--- src/rtl/mem_loader.sv ---
// mem_loader -- boot-time program loader for the monocycle core.
//
// Accepts a byte stream on a valid/ready interface, assembles little-endian
// 32-bit instruction words and 64-bit data doublewords, and writes them into
// instruction memory and byte-addressed data memory. The core is held in
// reset (cpu_rst low) until the stream terminates cleanly.
//
// Stream: repeated sections of  hdr | cnt_lo | cnt_hi | payload
//   hdr 0xA5 -> instruction section (4-byte words)
//   hdr 0x5A -> data section (8-byte doublewords)
//   hdr 0xFF -> end of stream
//
// Optional feature: define MEM_LOADER_CHECKSUM_EN to require a trailing
// checksum byte after 0xFF (XOR of every payload byte of every section).
//
// Ports:
//   CLK         system clock, rising edge
//   RST         asynchronous active-low reset
//   in_valid    stream byte present
//   in_data     stream byte
//   in_ready    loader can accept a byte
//   imem_we     one-cycle instruction write strobe
//   imem_addr   instruction word index
//   imem_wdata  instruction word
//   dmem_we     one-cycle data write strobe (8 bytes)
//   dmem_addr   data byte address, multiple of 8
//   dmem_wdata  doubleword, byte k -> dmem_addr+k
//   cpu_rst     active-low core reset, high only after a clean load
//   done        load completed (sticky)
//   err         protocol error (sticky)
//
// state     | meaning
// ----------+------------------------------------------------------
// S_HDR     | waiting for a section header or end marker
// S_CNT_LO  | waiting for count low byte
// S_CNT_HI  | waiting for count high byte; range-checks the count
// S_PAYLOAD | shifting payload bytes into words and writing them
// S_CHK     | waiting for checksum byte (checksum build only)
// S_DONE    | load finished, core released
// S_ERR     | protocol error, core held in reset forever

module mem_loader #(
  parameter  int IMEM_WORDS  = 64,
  parameter  int DMEM_DWORDS = 32,
  localparam int IAW         = $clog2(IMEM_WORDS),
  localparam int DAW         = $clog2(DMEM_DWORDS) + 3
) (
  input  logic           CLK,
  input  logic           RST,
  input  logic           in_valid,
  input  logic [7:0]     in_data,
  output logic           in_ready,
  output logic           imem_we,
  output logic [IAW-1:0] imem_addr,
  output logic [31:0]    imem_wdata,
  output logic           dmem_we,
  output logic [DAW-1:0] dmem_addr,
  output logic [63:0]    dmem_wdata,
  output logic           cpu_rst,
  output logic           done,
  output logic           err
);

  typedef enum logic [2:0] {
    S_HDR,
    S_CNT_LO,
    S_CNT_HI,
    S_PAYLOAD,
`ifdef MEM_LOADER_CHECKSUM_EN
    S_CHK,
`endif
    S_DONE,
    S_ERR
  } state_t;

  state_t state_q, state_d;

  logic        is_data;   // section type latched at the header
  logic [7:0]  cnt_lo;
  logic [15:0] count;
  logic [15:0] word_idx;
  logic [2:0]  byte_cnt;
  logic [55:0] asm_q;     // previously received bytes; newest byte enters at the top

  logic        fire;
  logic [15:0] count_in;
  logic [16:0] depth_sel;
  logic        last_byte;
  logic        last_word;
  logic [63:0] asm_next;

`ifdef MEM_LOADER_CHECKSUM_EN
  logic [7:0]  xor_q;
`endif

  assign fire      = in_valid && in_ready;
  assign count_in  = {in_data, cnt_lo};
  assign depth_sel = is_data ? 17'(DMEM_DWORDS) : 17'(IMEM_WORDS);
  assign last_byte = (byte_cnt == (is_data ? 3'd7 : 3'd3));
  assign last_word = (word_idx == count - 16'd1);
  // After 4 shifts the instruction word sits in the top 32 bits.
  assign asm_next  = {in_data, asm_q};

  always_ff @(posedge CLK or negedge RST) begin
    if (!RST) state_q <= S_HDR;
    else      state_q <= state_d;
  end

  always_comb begin
    state_d  = state_q;
    in_ready = 1'b1;
    case (state_q)
      S_HDR: begin
        if (fire) begin
          if (in_data == 8'hA5 || in_data == 8'h5A) begin
            state_d = S_CNT_LO;
          end else if (in_data == 8'hFF) begin
`ifdef MEM_LOADER_CHECKSUM_EN
            state_d = S_CHK;
`else
            state_d = S_DONE;
`endif
          end else begin
            state_d = S_ERR;
          end
        end
      end
      S_CNT_LO: begin
        if (fire) state_d = S_CNT_HI;
      end
      S_CNT_HI: begin
        if (fire) begin
          if (count_in == 16'd0)                  state_d = S_HDR;
          else if ({1'b0, count_in} > depth_sel)  state_d = S_ERR;
          else                                    state_d = S_PAYLOAD;
        end
      end
      S_PAYLOAD: begin
        if (fire && last_byte && last_word) state_d = S_HDR;
      end
`ifdef MEM_LOADER_CHECKSUM_EN
      S_CHK: begin
        if (fire) state_d = (in_data == xor_q) ? S_DONE : S_ERR;
      end
`endif
      S_DONE: in_ready = 1'b0;
      S_ERR:  in_ready = 1'b0;
      default: begin
        state_d  = S_ERR;
        in_ready = 1'b0;
      end
    endcase
  end

  always_ff @(posedge CLK or negedge RST) begin
    if (!RST) begin
      is_data    <= 1'b0;
      cnt_lo     <= '0;
      count      <= '0;
      word_idx   <= '0;
      byte_cnt   <= '0;
      asm_q      <= '0;
      imem_we    <= 1'b0;
      imem_addr  <= '0;
      imem_wdata <= '0;
      dmem_we    <= 1'b0;
      dmem_addr  <= '0;
      dmem_wdata <= '0;
    end else begin
      imem_we <= 1'b0;
      dmem_we <= 1'b0;
      if (fire) begin
        case (state_q)
          S_HDR:    is_data <= (in_data == 8'h5A);
          S_CNT_LO: cnt_lo  <= in_data;
          S_CNT_HI: begin
            count    <= count_in;
            word_idx <= '0;
            byte_cnt <= '0;
          end
          S_PAYLOAD: begin
            asm_q <= asm_next[63:8];
            if (last_byte) begin
              byte_cnt <= '0;
              word_idx <= word_idx + 16'd1;
              if (is_data) begin
                dmem_we    <= 1'b1;
                dmem_addr  <= {word_idx[DAW-4:0], 3'b000};
                dmem_wdata <= asm_next;
              end else begin
                imem_we    <= 1'b1;
                imem_addr  <= word_idx[IAW-1:0];
                imem_wdata <= asm_next[63:32];
              end
            end else begin
              byte_cnt <= byte_cnt + 3'd1;
            end
          end
          default: ;
        endcase
      end
    end
  end

`ifdef MEM_LOADER_CHECKSUM_EN
  // Running XOR spans all sections; only reset clears it.
  always_ff @(posedge CLK or negedge RST) begin
    if (!RST)                            xor_q <= '0;
    else if (fire && state_q == S_PAYLOAD) xor_q <= xor_q ^ in_data;
  end
`endif

  assign done    = (state_q == S_DONE);
  assign cpu_rst = (state_q == S_DONE);
  assign err     = (state_q == S_ERR);

endmodule

--- config.mk ---
export PLATFORM = sky130hd
export DESIGN_NAME = mem_loader
export DESIGN_NICKNAME = d
export VERILOG_FILES = /design/src/rtl/mem_loader.sv
export SDC_FILE = /design/constraint.sdc
export NUM_CORES = 1
export LEC_CHECK = 0
export CORE_MARGIN = 1
export CORE_UTILIZATION = 45
export CTS_BUF_LIST = sky130_fd_sc_hd__clkbuf_2
export DETAILED_ROUTE_END_ITERATION = 10
export MAX_ROUTING_LAYER = met4
export PLACE_DENSITY = 0.68
export SLEW_MARGIN = 25
export SYNTH_ARGS = -nofsm -noshare
export SYNTH_HDL_FRONTEND = slang
export SYNTH_SLANG_ARGS = --single-unit
--- constraint.sdc ---
create_clock -name CLK -period 3.1 [get_ports CLK]
set_clock_uncertainty 0.1 [all_clocks]
set_input_delay 0.62 -clock CLK [delete_from_list [all_inputs] [get_ports CLK]]
set_output_delay 0.62 -clock CLK [all_outputs]
set_load 0.01 [all_outputs]
**Word level (Yosys, flattened, before mapping)**

Cells that the tools add are included.

- Register bits after elaboration: 212
- Input bits: 11
- Output and inout bits: 116
- Logic and storage cells: 76

- $add $sub $neg: 3
- Magnitude comparators: 1
- Equal/unequal tests: 15
- Muxes and demuxes: 24
- Bitwise operators: 2
- Reduce and logical (&&, ||, !) cells: 18

Operators by type and width:

| kind | number |
|---|---|
| $pmux 16 s2 | 1 |
| $mux 3 | 9 |
| $add 16x1->16 const B | 1 |
| $eq 16x16->1 | 1 |
| $eq 8x8->1 const B | 2 |
| $gt 16x7->1 | 1 |
| $logic_not 16->1 | 1 |
| $mux 16 | 1 |
| $sub 16x1->16 const B | 1 |
| $pmux 3 s5 | 1 |
| $mux 1 | 10 |
| $ne 2x2->1 const B | 5 |
| $reduce_and 2->1 | 5 |
| $eq 8x7->1 const B | 1 |
| $reduce_and 4->1 | 2 |
| $mux 7 | 1 |
| $eq 3x2->1 const B | 2 |
| $eq 3x3->1 const B | 2 |
| $pmux 3 s2 | 1 |
| $reduce_and 5->1 | 1 |
| $reduce_or 4->1 | 1 |
| $add 3x1->3 const B | 1 |
| $eq 3x1->1 const B | 1 |
| $eq 3x3->1 | 1 |
| other kinds (7) | 10 |

**Longest topological paths before layout**

Gate-level depths: netlist of the first run.

- Word-level depth: 8
- Gate-level depth with buffers: 9
- Gate-level depth less buffers: 9

**Worst setup path before layout of the first run**

Ideal clock, no wire load.

- Path kind: flip-flop to flip-flop
- Start: register count[3]
- End: register state_q[1]
- Library setup time: 0.095 ns
- Data arrival time: 2.421 ns
- Required time: 2.905 ns
- Path slack: 0.483 ns
- Stages on the path, launching flop included: 8
- Buffers on the path: 0
- Period minus slack after synthesis: 2.617 ns
- Path through: dfrtp_1 -> or4_4 -> nor3_1 -> mux4_2 -> a21oi_1 -> o32ai_1 -> and4bb_1 -> o31ai_1

- Longest elaborated chain between the ends: 5

RTL lines:

| element | RTL line | source |
|---|---|---|
| from (decl) | 80 | `logic [15:0] count;` |
| from (signal assigned) | 177 | `count <= count_in;` |
| $sub 16x1->16 | 100 | `assign last_word = (word_idx == count - 16'd1);` |
| $eq 16x16->1 | 100 |  |
| $logic_and 1x1->1 | 139 | `if (fire && last_byte && last_word) state_d = S_HDR;` |
| $ne 2x2->1 (no line) | -- |  |
| $reduce_and 5->1 (no line) | -- |  |
| to (signal assigned) | 106 | `else state_q <= state_d;` |
| to (decl) | 76 | `state_t state_q, state_d;` |

No other way between the ends.
A chain may end at the register's enable or synchronous reset.

**Worst setup path after layout of the first run**

- Start: register state_q[0]
- End: output port cpu_rst

- Longest elaborated chain between the ends: 1

RTL lines:

| element | RTL line | source |
|---|---|---|
| $eq 3x3->1 | 214 | `assign cpu_rst = (state_q == S_DONE);` |
| to (decl) | 59 | `output logic cpu_rst,` |

No other way between the ends.

==> results of run 1 <==
[flip-flops by register name, summed over array words and instances, names as in the netlist, 3 cells and up]
register    cells
asm_q          56
byte_cnt        3
cnt_lo          8
count          16
dmem_addr       5
dmem_wdata     64
imem_addr       6
imem_wdata     32
state_q         3
word_idx       16
[cell usage after synthesis, types with 3 or more instances]
| cell | count |
|---|---|
| a211oi_1 | 3 |
| a21oi_1 | 8 |
| a22o_1 | 5 |
| and3_1 | 4 |
| buf_1 | 12 |
| buf_4 | 4 |
| clkbuf_1 | 16 |
| dfrtp_1 | 212 |
| ha_1 | 5 |
| inv_1 | 8 |
| mux2_2 | 185 |
| nand2_1 | 28 |
| nand3_1 | 13 |
| nand4_1 | 6 |
| nor2_1 | 31 |
| nor2b_1 | 5 |
| nor3_1 | 8 |
| nor4_1 | 4 |
| o21ai_0 | 14 |
| or4_1 | 4 |
| xnor2_1 | 20 |
| xor2_1 | 13 |
[layout make-up]
type / instances / area (sq um)
Fill cell: 1557 / 8050
Sequential cell: 212 / 5310
Multi-Input combinational cell: 384 / 3370
Timing Repair Buffer: 145 / 1460
Clock buffer: 69 / 345
Tap cell: 260 / 325
Clock inverter: 16 / 70.1
Inverter: 8 / 30.0
Antenna cell: 1 / 2.50
[where the power goes]
group          switching, W  total [W]  internal (W)
Combinational     0.0000715  0.0000983     0.0000268
Sequential                0    0.00276       0.00276
Clock               0.00105    0.00166      0.000607
Total               0.00112    0.00452       0.00340
[per-layer routing]
metal,share of wire,vias to the layer above,wire (um),GRT usage
met2,0.47,159,8640,0.303
met5,0,-,0,-
li1,-,2603,-,-
met3,0.050,33,918,0.0454
met4,0.022,0,403,0.0707
met1,0.46,2814,8390,0.254
[cells by family after synthesis]
| family | after synthesis | share of synthesized area |
|---|---|---|
| AOI/OAI and AO/OA | 40 | 0.0289 |
| xor gates and xnor gates | 34 | 0.0346 |
| adders and majority gates | 5 | 0.00709 |
| buffers and inverters | 44 | 0.0228 |
| DFF | 212 | 0.601 |
| muxes | 187 | 0.240 |
| other | 1 | 0.000425 |
| and+or+nand+nor | 115 | 0.0656 |
[per-stage QoR]
stage                     area (sq um)  instances
after floorplan                   8840        640
after global placement           10500       1008
after detailed placement         10500       1008
after CTS                        10900       1094
after global routing             10900       1095
final                            10900       1095
[final timing paths]
path,end,cells past startpoint
setup / recovery,cpu_rst,2
hold / removal,dmem_wdata[14],2
hold reg to reg,dmem_wdata[3],1
min in group CLK,state_q[2],3
setup reg to reg,state_q[1],7
max in group asynchronous,word_idx[3],3
[repair_timing]
action,CTS,global route
gates resized for setup,1,3
setup endpoints to repair,3,4
hold buffers,1,0
hold endpoints to repair,77,0
[worst max-delay path: stages, from the launching register on]
cell and delay, ns:
dfrtp_2 0.56, nor3_2 0.28, clkdlybuf4s50_1 0.57
==> run metrics, run 1 <==
status=finished clean; DIE HEIGHT=142 um; peak supply drop=0.000194 V; Syn Area/Cell=13.8 sq um; Synth Flop Type=dfrtp_1; final setup margin=0.200 ns; final core occ=0.575; dominant cells by area after synthesis=dfrtp_1, mux2_2, xnor2_1; I/O pins=127; final net count=just over 800; root buf cell=clkbuf_2; cell taking the most area after synthesis=dfrtp_1; Slew @ Worst Pin=0.766 ns; Slew headroom=0.489; DRC=0; leading cell type in the layout, fill and taps excluded=dfrtp_1; clock input transition at the sequential cells of the worst setup and hold paths=0.11 ns; Clock Latency Late Sink=just over 0.8 ns; Post-synth EDFFs=0; site row count=50; maximum clock rate=0.345 GHz; crit share post-route=0.936; CTS Buf Count=53; Synth Cell Area=8830 sq um; crit path DAT=about 2.2 ns; core area=19000 sq um; CP Launch Point=state_q[0]; hold crit path type=input pin to asynchronous set/reset pin; total negative setup slack=0 ns; largest net degree at the start of global routing=81; Setup crit end kind=output port; Leakage=5.45 nW; setup bufs post-CTS=0; CP required=2.38 ns; total gr overflow=0; Setup Viol. Count Final=0; sequential fraction of the synthesis area=0.601; number of DRC markers in iteration 0=304; Warnings, synthesis=0; gr usage total=0.196; crit path time final=2.90 ns; CP Class=flip-flop to output port; via count=5609; PD cells=around 410 nW/um^2; Yosys cell types=47; initial antenna violation count=1; worst-path maximum fanout=19; die area=20200 sq um; routed wire length=18.3 mm; ANT nets after route=0; PortBufs=~120; CTS tree=yes; reg2reg start=count[3]; Final Hold Vio Count=0; Post-Synthesis Cells=638; share of the synthesized area in the top cell type=0.601; die width=142 um; vias in the first global route=5816; DR WL/cell=16.8 um; share of cells above drive strength 1=0.351; htree depth=2; Syn-to-layout area delta=23.5%; DP HPWL=about 12 mm; Synth async-reset ratio=1.00; final hold slack=0.253 ns; max-capacitance violation count=0; initial core utilization=0.466; flops & latches, synth=212; Worst Setup Start Kind=flip-flop; Sink Count=212; most frequent cells in the layout=dfrtp_1, mux2_2, clkdlybuf4s50_1, clkbuf_2, nor2_1; Clock Path Buffers=3; first-pass GRT wire length=30.1 mm; TritonRoute pass-1 iters=4; Slew Limit Fails=0; RSZ-0062 raised after global routing=no; RePlAce Congestion=0.890; pre-CTS WS=~0.2 ns; vias per inst=5.12; Power Total=about 0.0045 W; R2R setup slack=0.30 ns
Note: power is estimated with default switching activity, not from simulation.
==> run 2: changes to the inputs <==
--- a/config.mk
+++ b/config.mk
@@ -5,13 +5,14 @@
 export SDC_FILE = /design/constraint.sdc
 export NUM_CORES = 1
 export LEC_CHECK = 0
+export ABC_CLOCK_PERIOD_IN_PS = 3100
 export CORE_MARGIN = 1
 export CORE_UTILIZATION = 45
 export CTS_BUF_LIST = sky130_fd_sc_hd__clkbuf_2
 export DETAILED_ROUTE_END_ITERATION = 10
 export MAX_ROUTING_LAYER = met4
 export PLACE_DENSITY = 0.68
-export SLEW_MARGIN = 25
+export SLEW_MARGIN = 15
 export SYNTH_ARGS = -nofsm -noshare
 export SYNTH_HDL_FRONTEND = slang
 export SYNTH_SLANG_ARGS = --single-unit
==> results of run 2 <==
Final layout, timing and power as in run 1 (identical DEF).
==> edit 1 (settings of run 2) <==
Add a define of `MEM_LOADER_CHECKSUM_EN`.
--- a/src/rtl/mem_loader.sv
+++ b/src/rtl/mem_loader.sv
@@ -40,2 +40,4 @@
 // S_ERR     | protocol error, core held in reset forever
+
+`define MEM_LOADER_CHECKSUM_EN
 
Function: changed (Yosys sat finds a counterexample within 4 cycles, from zero or initial values and one cycle with RST low).
==> edit 1 against run 2 <==
  * Synthesized cell count increased by 26%
  * First-iteration DRC count grew 16%
  * Wire length up 13%
  * Setup slack got worse by 0.030 ns
  * Final area increased by 4.4%
  * Core utilization down 1.3 points
  * Cell count grew 15%
  * Global-route usage grew 1.1 points
  * Synthesized area increased by 5.4%
  * Sequential cell count rose by 8
  * Non-clock buffer count rose by 1
  * Critical path type unchanged
Power is not compared: it rests on default switching activity, and its combinational part moved more than twofold at a synthesized area within 25%.
==> edit 1: results <==
export IMPL_peakVddDrop_uv=253.8
export IMPL_arrival_ns=2.21
export IMPL_r2r_setup_slack_ns=0.20
export IMPL_post_place_ws_ns=0.1939
export IMPL_leakage_nw=5.662
export IMPL_nonClockInverterCount=8
export IMPL_fin_ws_ns=0.1697
export IMPL_status="finished, final reports clean"
export IMPL_fin_cells=1260
export IMPL_post_route_util_pct=56.23
export IMPL_cts_buffers=54
export IMPL_dp_hpwl_um=13840
export IMPL_grt_max_degree=78
export IMPL_clk_pin_slew_ns=0.12
export IMPL_async_flop_share_pct=100.0
export IMPL_multi_input_area_mm2=0.003608
export IMPL_clk_share_pct=3.684
export IMPL_synth_area_leaders="dfrtp_1 59%, mux2_2 15%, nand2_1 7.9%"
export IMPL_syn_mean_instance_area_um2=11.59
export IMPL_final_nets=976
export IMPL_nonClkBufAreaFrac_pct=12.95
export IMPL_cp_max_fo=10
export IMPL_total_power_w=0.005286
export IMPL_pg_seq_w=0.00304
export IMPL_grt_pass1_vias=6457
export IMPL_syn_area_mm2=0.009305
export IMPL_top_regs="dmem_wdata (64), asm_q (56), imem_wdata (32)"
export IMPL_grt_usage_pct=20.68
export IMPL_gp_congestion=0.8376
export IMPL_multi_input_cells=530
export IMPL_wl_um=20650
export IMPL_drv_cap=0
export IMPL_signal_buffers=146
export IMPL_whs_ns=0.2398
export IMPL_drive_gt1_share_pct=24.37
export IMPL_yosysSeqAreaShare_pct=59.16
export IMPL_nFillCells=1751
export IMPL_regArea_mm2=0.005507
export IMPL_dr_first_iter_drc_count=354
export IMPL_grt_pass1_wl_um=33900
export IMPL_worstSkewPairLatency_ns=0.76
export IMPL_clock_buffers=75
export IMPL_dp_cells=1173
export IMPL_dpl_cell_area_mm2=0.01093
export IMPL_avgViaCountPerCell=5.118
export IMPL_ys_top_cells_by_count="220 x dfrtp_1, 195 x nand2_1, 128 x mux2_2"
export IMPL_synthDistinctLibCells=53
export IMPL_clock_sinks=220
export IMPL_worst_slew_pin_slew_ns=0.6131
-- edit 1: cell count changes in the layout (fill, tap and decap cells not counted), sizes merged, moves of 4 or more --
cell,delta
nand2,+167
clkbuf,+6
a21oi,+6
clkinv,-4
xnor2,+13
dfrtp,+8
nand2b,+5
xor2,+4
mux2,-57
nand4,+5
-- edit 1: repair_timing --
item	4_1_cts	5_1_grt
gates resized for setup	2	2
endpoints found under the hold margin	57	0
hold buffers	1	0
setup endpoints to repair	2	3
-- edit 1: worst max-delay path, cell delays in order (launching register included) --
cell and delay (ns):
dfrtp_1 0.55, nor3b_4 0.33, clkdlybuf4s50_1 0.58
-- edit 1: kinds of logic after synthesis --
logic type / after synthesis / synth area share, %
compound gates: 49 / 3.429
xor+xnor: 51 / 4.800
fa+ha+maj: 5 / 0.6723
buf+inv: 55 / 2.488
flops: 220 / 59.16
mux: 129 / 15.60
other cells: 1 / 0.04030
simple gates: 293 / 13.81
-- edit 1: path summary, 6_finish.rpt --
path | startpoint | endpoint
setup / recovery | state_q[0]$_DFFE_PN0P_ | done
hold / removal | RST | dmem_wdata[44]$_DFFE_PN0P_
setup reg to reg | count[2]$_DFFE_PN0P_ | state_q[1]$_DFFE_PN0P_
hold reg to reg | asm_q[1]$_DFFE_PN0P_ | asm_q[1]$_DFFE_PN0P_
max in group asynchronous | RST | imem_wdata[19]$_DFFE_PN0P_
min in group CLK | asm_q[1]$_DFFE_PN0P_ | asm_q[1]$_DFFE_PN0P_
-- edit 1: routing by layer --
layer  GRT usage (%)  part of all wire [%]  vias up
met3           4.608                   5.3       29
met2           31.89                    48      151
met1           27.46                    46     3206
met4           6.000                   1.4        0
met5               -                     0        -
li1                -                     -     3063
==> edit 2 (flow settings as in run 2) <==
Without the edit above. Register the output `err`, with the module's reset; this adds one clock of latency there. The other outputs are not delayed to match.
--- a/src/rtl/mem_loader.sv
+++ b/src/rtl/mem_loader.sv
@@ -214,3 +214,9 @@
   assign cpu_rst = (state_q == S_DONE);
-  assign err     = (state_q == S_ERR);
+  always_ff @(posedge CLK or negedge RST) begin
+    if (!RST) begin
+      err <= '0;
+    end else begin
+      err <= (state_q == S_ERR);
+    end
+  end
 
Function: changed (Yosys sat finds a counterexample within 4 cycles, from zero or initial values and one cycle with RST low).
==> edit 2 against run 2 <==
  * Power grew 2.3%
  * Wire length rose by 3.2%
  * Final area up 0.68%
  * Synthesized area grew 0.28%
  * Sequential cell count up 1
  * Die area rose by 0.28%
  * Fmax is 0.40% lower
  * Core utilization up 0.20 points
  * Setup slack got worse by 0.012 ns
  * Count of clock-buffer cells in the layout rose by 10
==> edit 2: results <==
export IMPL_dp_hpwl_um=12890
export IMPL_drive_gt1_share_pct=36.24
export IMPL_gp_congestion=0.8306
export IMPL_ys_top_cells_by_count="213 x dfrtp_1, 185 x mux2_2, 31 x nor2_1"
export IMPL_final_nets=826
export IMPL_dr_first_iter_drc_count=371
export IMPL_worstReg2RegStart="count[4]$_DFFE_PN0P_"
export IMPL_worst_slew_pin_slew_ns=0.7932
export IMPL_crit_family="simple AND/OR/NAND/NOR gates"
export IMPL_synth_compound_area_share_pct=2.883
export IMPL_avgViaCountPerCell=5.178
export IMPL_yosysSeqAreaShare_pct=60.20
export IMPL_synth_fa_ha_area_share_pct=0.7066
export IMPL_peakVddDrop_uv=233.7
export IMPL_synthMuxAreaShare_pct=23.90
export IMPL_wl_um=18930
export IMPL_nFillCells=1603
export IMPL_grt_usage_pct=20.73
export IMPL_leakage_nw=5.497
export IMPL_grt_max_degree=83
export IMPL_cp_max_fo=6
export IMPL_grt_pass1_vias=6006
export IMPL_grt_pass1_wl_um=31700
export IMPL_cp_data_required_time_ns=3.67
export IMPL_worstSkewPairLatency_ns=0.76
export IMPL_critPathSlowestCell="or4_4"
export IMPL_synthXorXnorAreaFrac_pct=3.448
export IMPL_synth_area_leaders="dfrtp_1 60%, mux2_2 24%, xnor2_1 2.0%"
export IMPL_status="finished, final reports clean"
[edit 2: changes by cell type after synthesis, sizes merged]
| cell | change |
|---|---|
| dfrtp | +1 |
[edit 2: layer usage]
| layer | part of all wire (%) | up-vias | track usage [%] |
|---|---|---|---|
| met2 | 48 | 145 | 31.60 |
| li1 | - | 2619 | - |
| met1 | 46 | 2876 | 27.62 |
| met5 | 0 | - | - |
| met4 | 1.8 | 0 | 7.583 |
| met3 | 4.7 | 40 | 4.004 |
[edit 2: cells by family after synthesis]
| family | after synthesis |
|---|---|
| compound gates | 40 |
| xor+xnor | 34 |
| fa+ha+maj | 5 |
| buf+inv | 44 |
| flops | 213 |
| mux | 187 |
| other cells | 1 |
| simple gates | 115 |
[edit 2: layout make-up]
| cell class | instances | area [um2] | share of cell area [%] |
|---|---|---|---|
| Antenna cell | 1 | 2.502 | 0.02280 |
| Timing Repair Buffer | 150 | 1491 | 13.59 |
| Tap cell | 260 | 325.3 | 2.964 |
| Clock inverter | 2 | 33.78 | 0.3078 |
| Sequential cell | 213 | 5330 | 48.56 |
| Clock buffer | 79 | 395.4 | 3.602 |
| Multi-Input combinational cell | 384 | 3368 | 30.68 |
| Inverter | 8 | 30.03 | 0.2736 |
[edit 2: worst max-delay path by stage]
stage | to | start | slack, ns | cells past startpoint
global placement | dmem_wdata[45]$_DFFE_PN0P_ | in_valid | 0.24 | 7
detailed placement | dmem_wdata[38]$_DFFE_PN0P_ | in_valid | 0.19 | 7
CTS | cpu_rst | state_q[2]$_DFFE_PN0P_ | 0.1 | 3
global route | state_q[1]$_DFFE_PN0P_ | count[3]$_DFFE_PN0P_ | 0.06 | 7
floorplan | state_q[1]$_DFFE_PN0P_ | count[3]$_DFFE_PN0P_ | 0.48 | 7
finish | state_q[1]$_DFFE_PN0P_ | count[4]$_DFFE_PN0P_ | 0.19 | 7
[edit 2: metrics by stage]
stage	total power (W)	hold WS (ns)	instance area [um2]	instances	util, %
after floorplan	0.002839	0.2244	8861	641	-
after global placement	0.002931	0.3676	10520	1014	55.34
after detailed placement	0.002934	0.3904	10520	1014	55.34
after CTS	0.004706	0.2771	10970	1096	57.67
after global routing	0.004884	0.3101	10980	1097	57.72
final	0.004622	0.3337	10980	1097	57.72
[edit 2: timing repair]
item	4_1_cts	5_1_grt
setup endpoints to repair	2	1
endpoints found under the hold margin	77	0
hold buffers	1	0
buffers inserted	0	0
resized for setup	1	1
[edit 2: power by group]
part / switching, W / total (W) / leakage [nW] / internal (W)
registers: 0 / 0.00278 / 2.96 / 0.00278
clock network: 0.00101 / 0.00175 / 0.344 / 0.000735
logic: 0.0000722 / 0.0000989 / 2.20 / 0.0000267
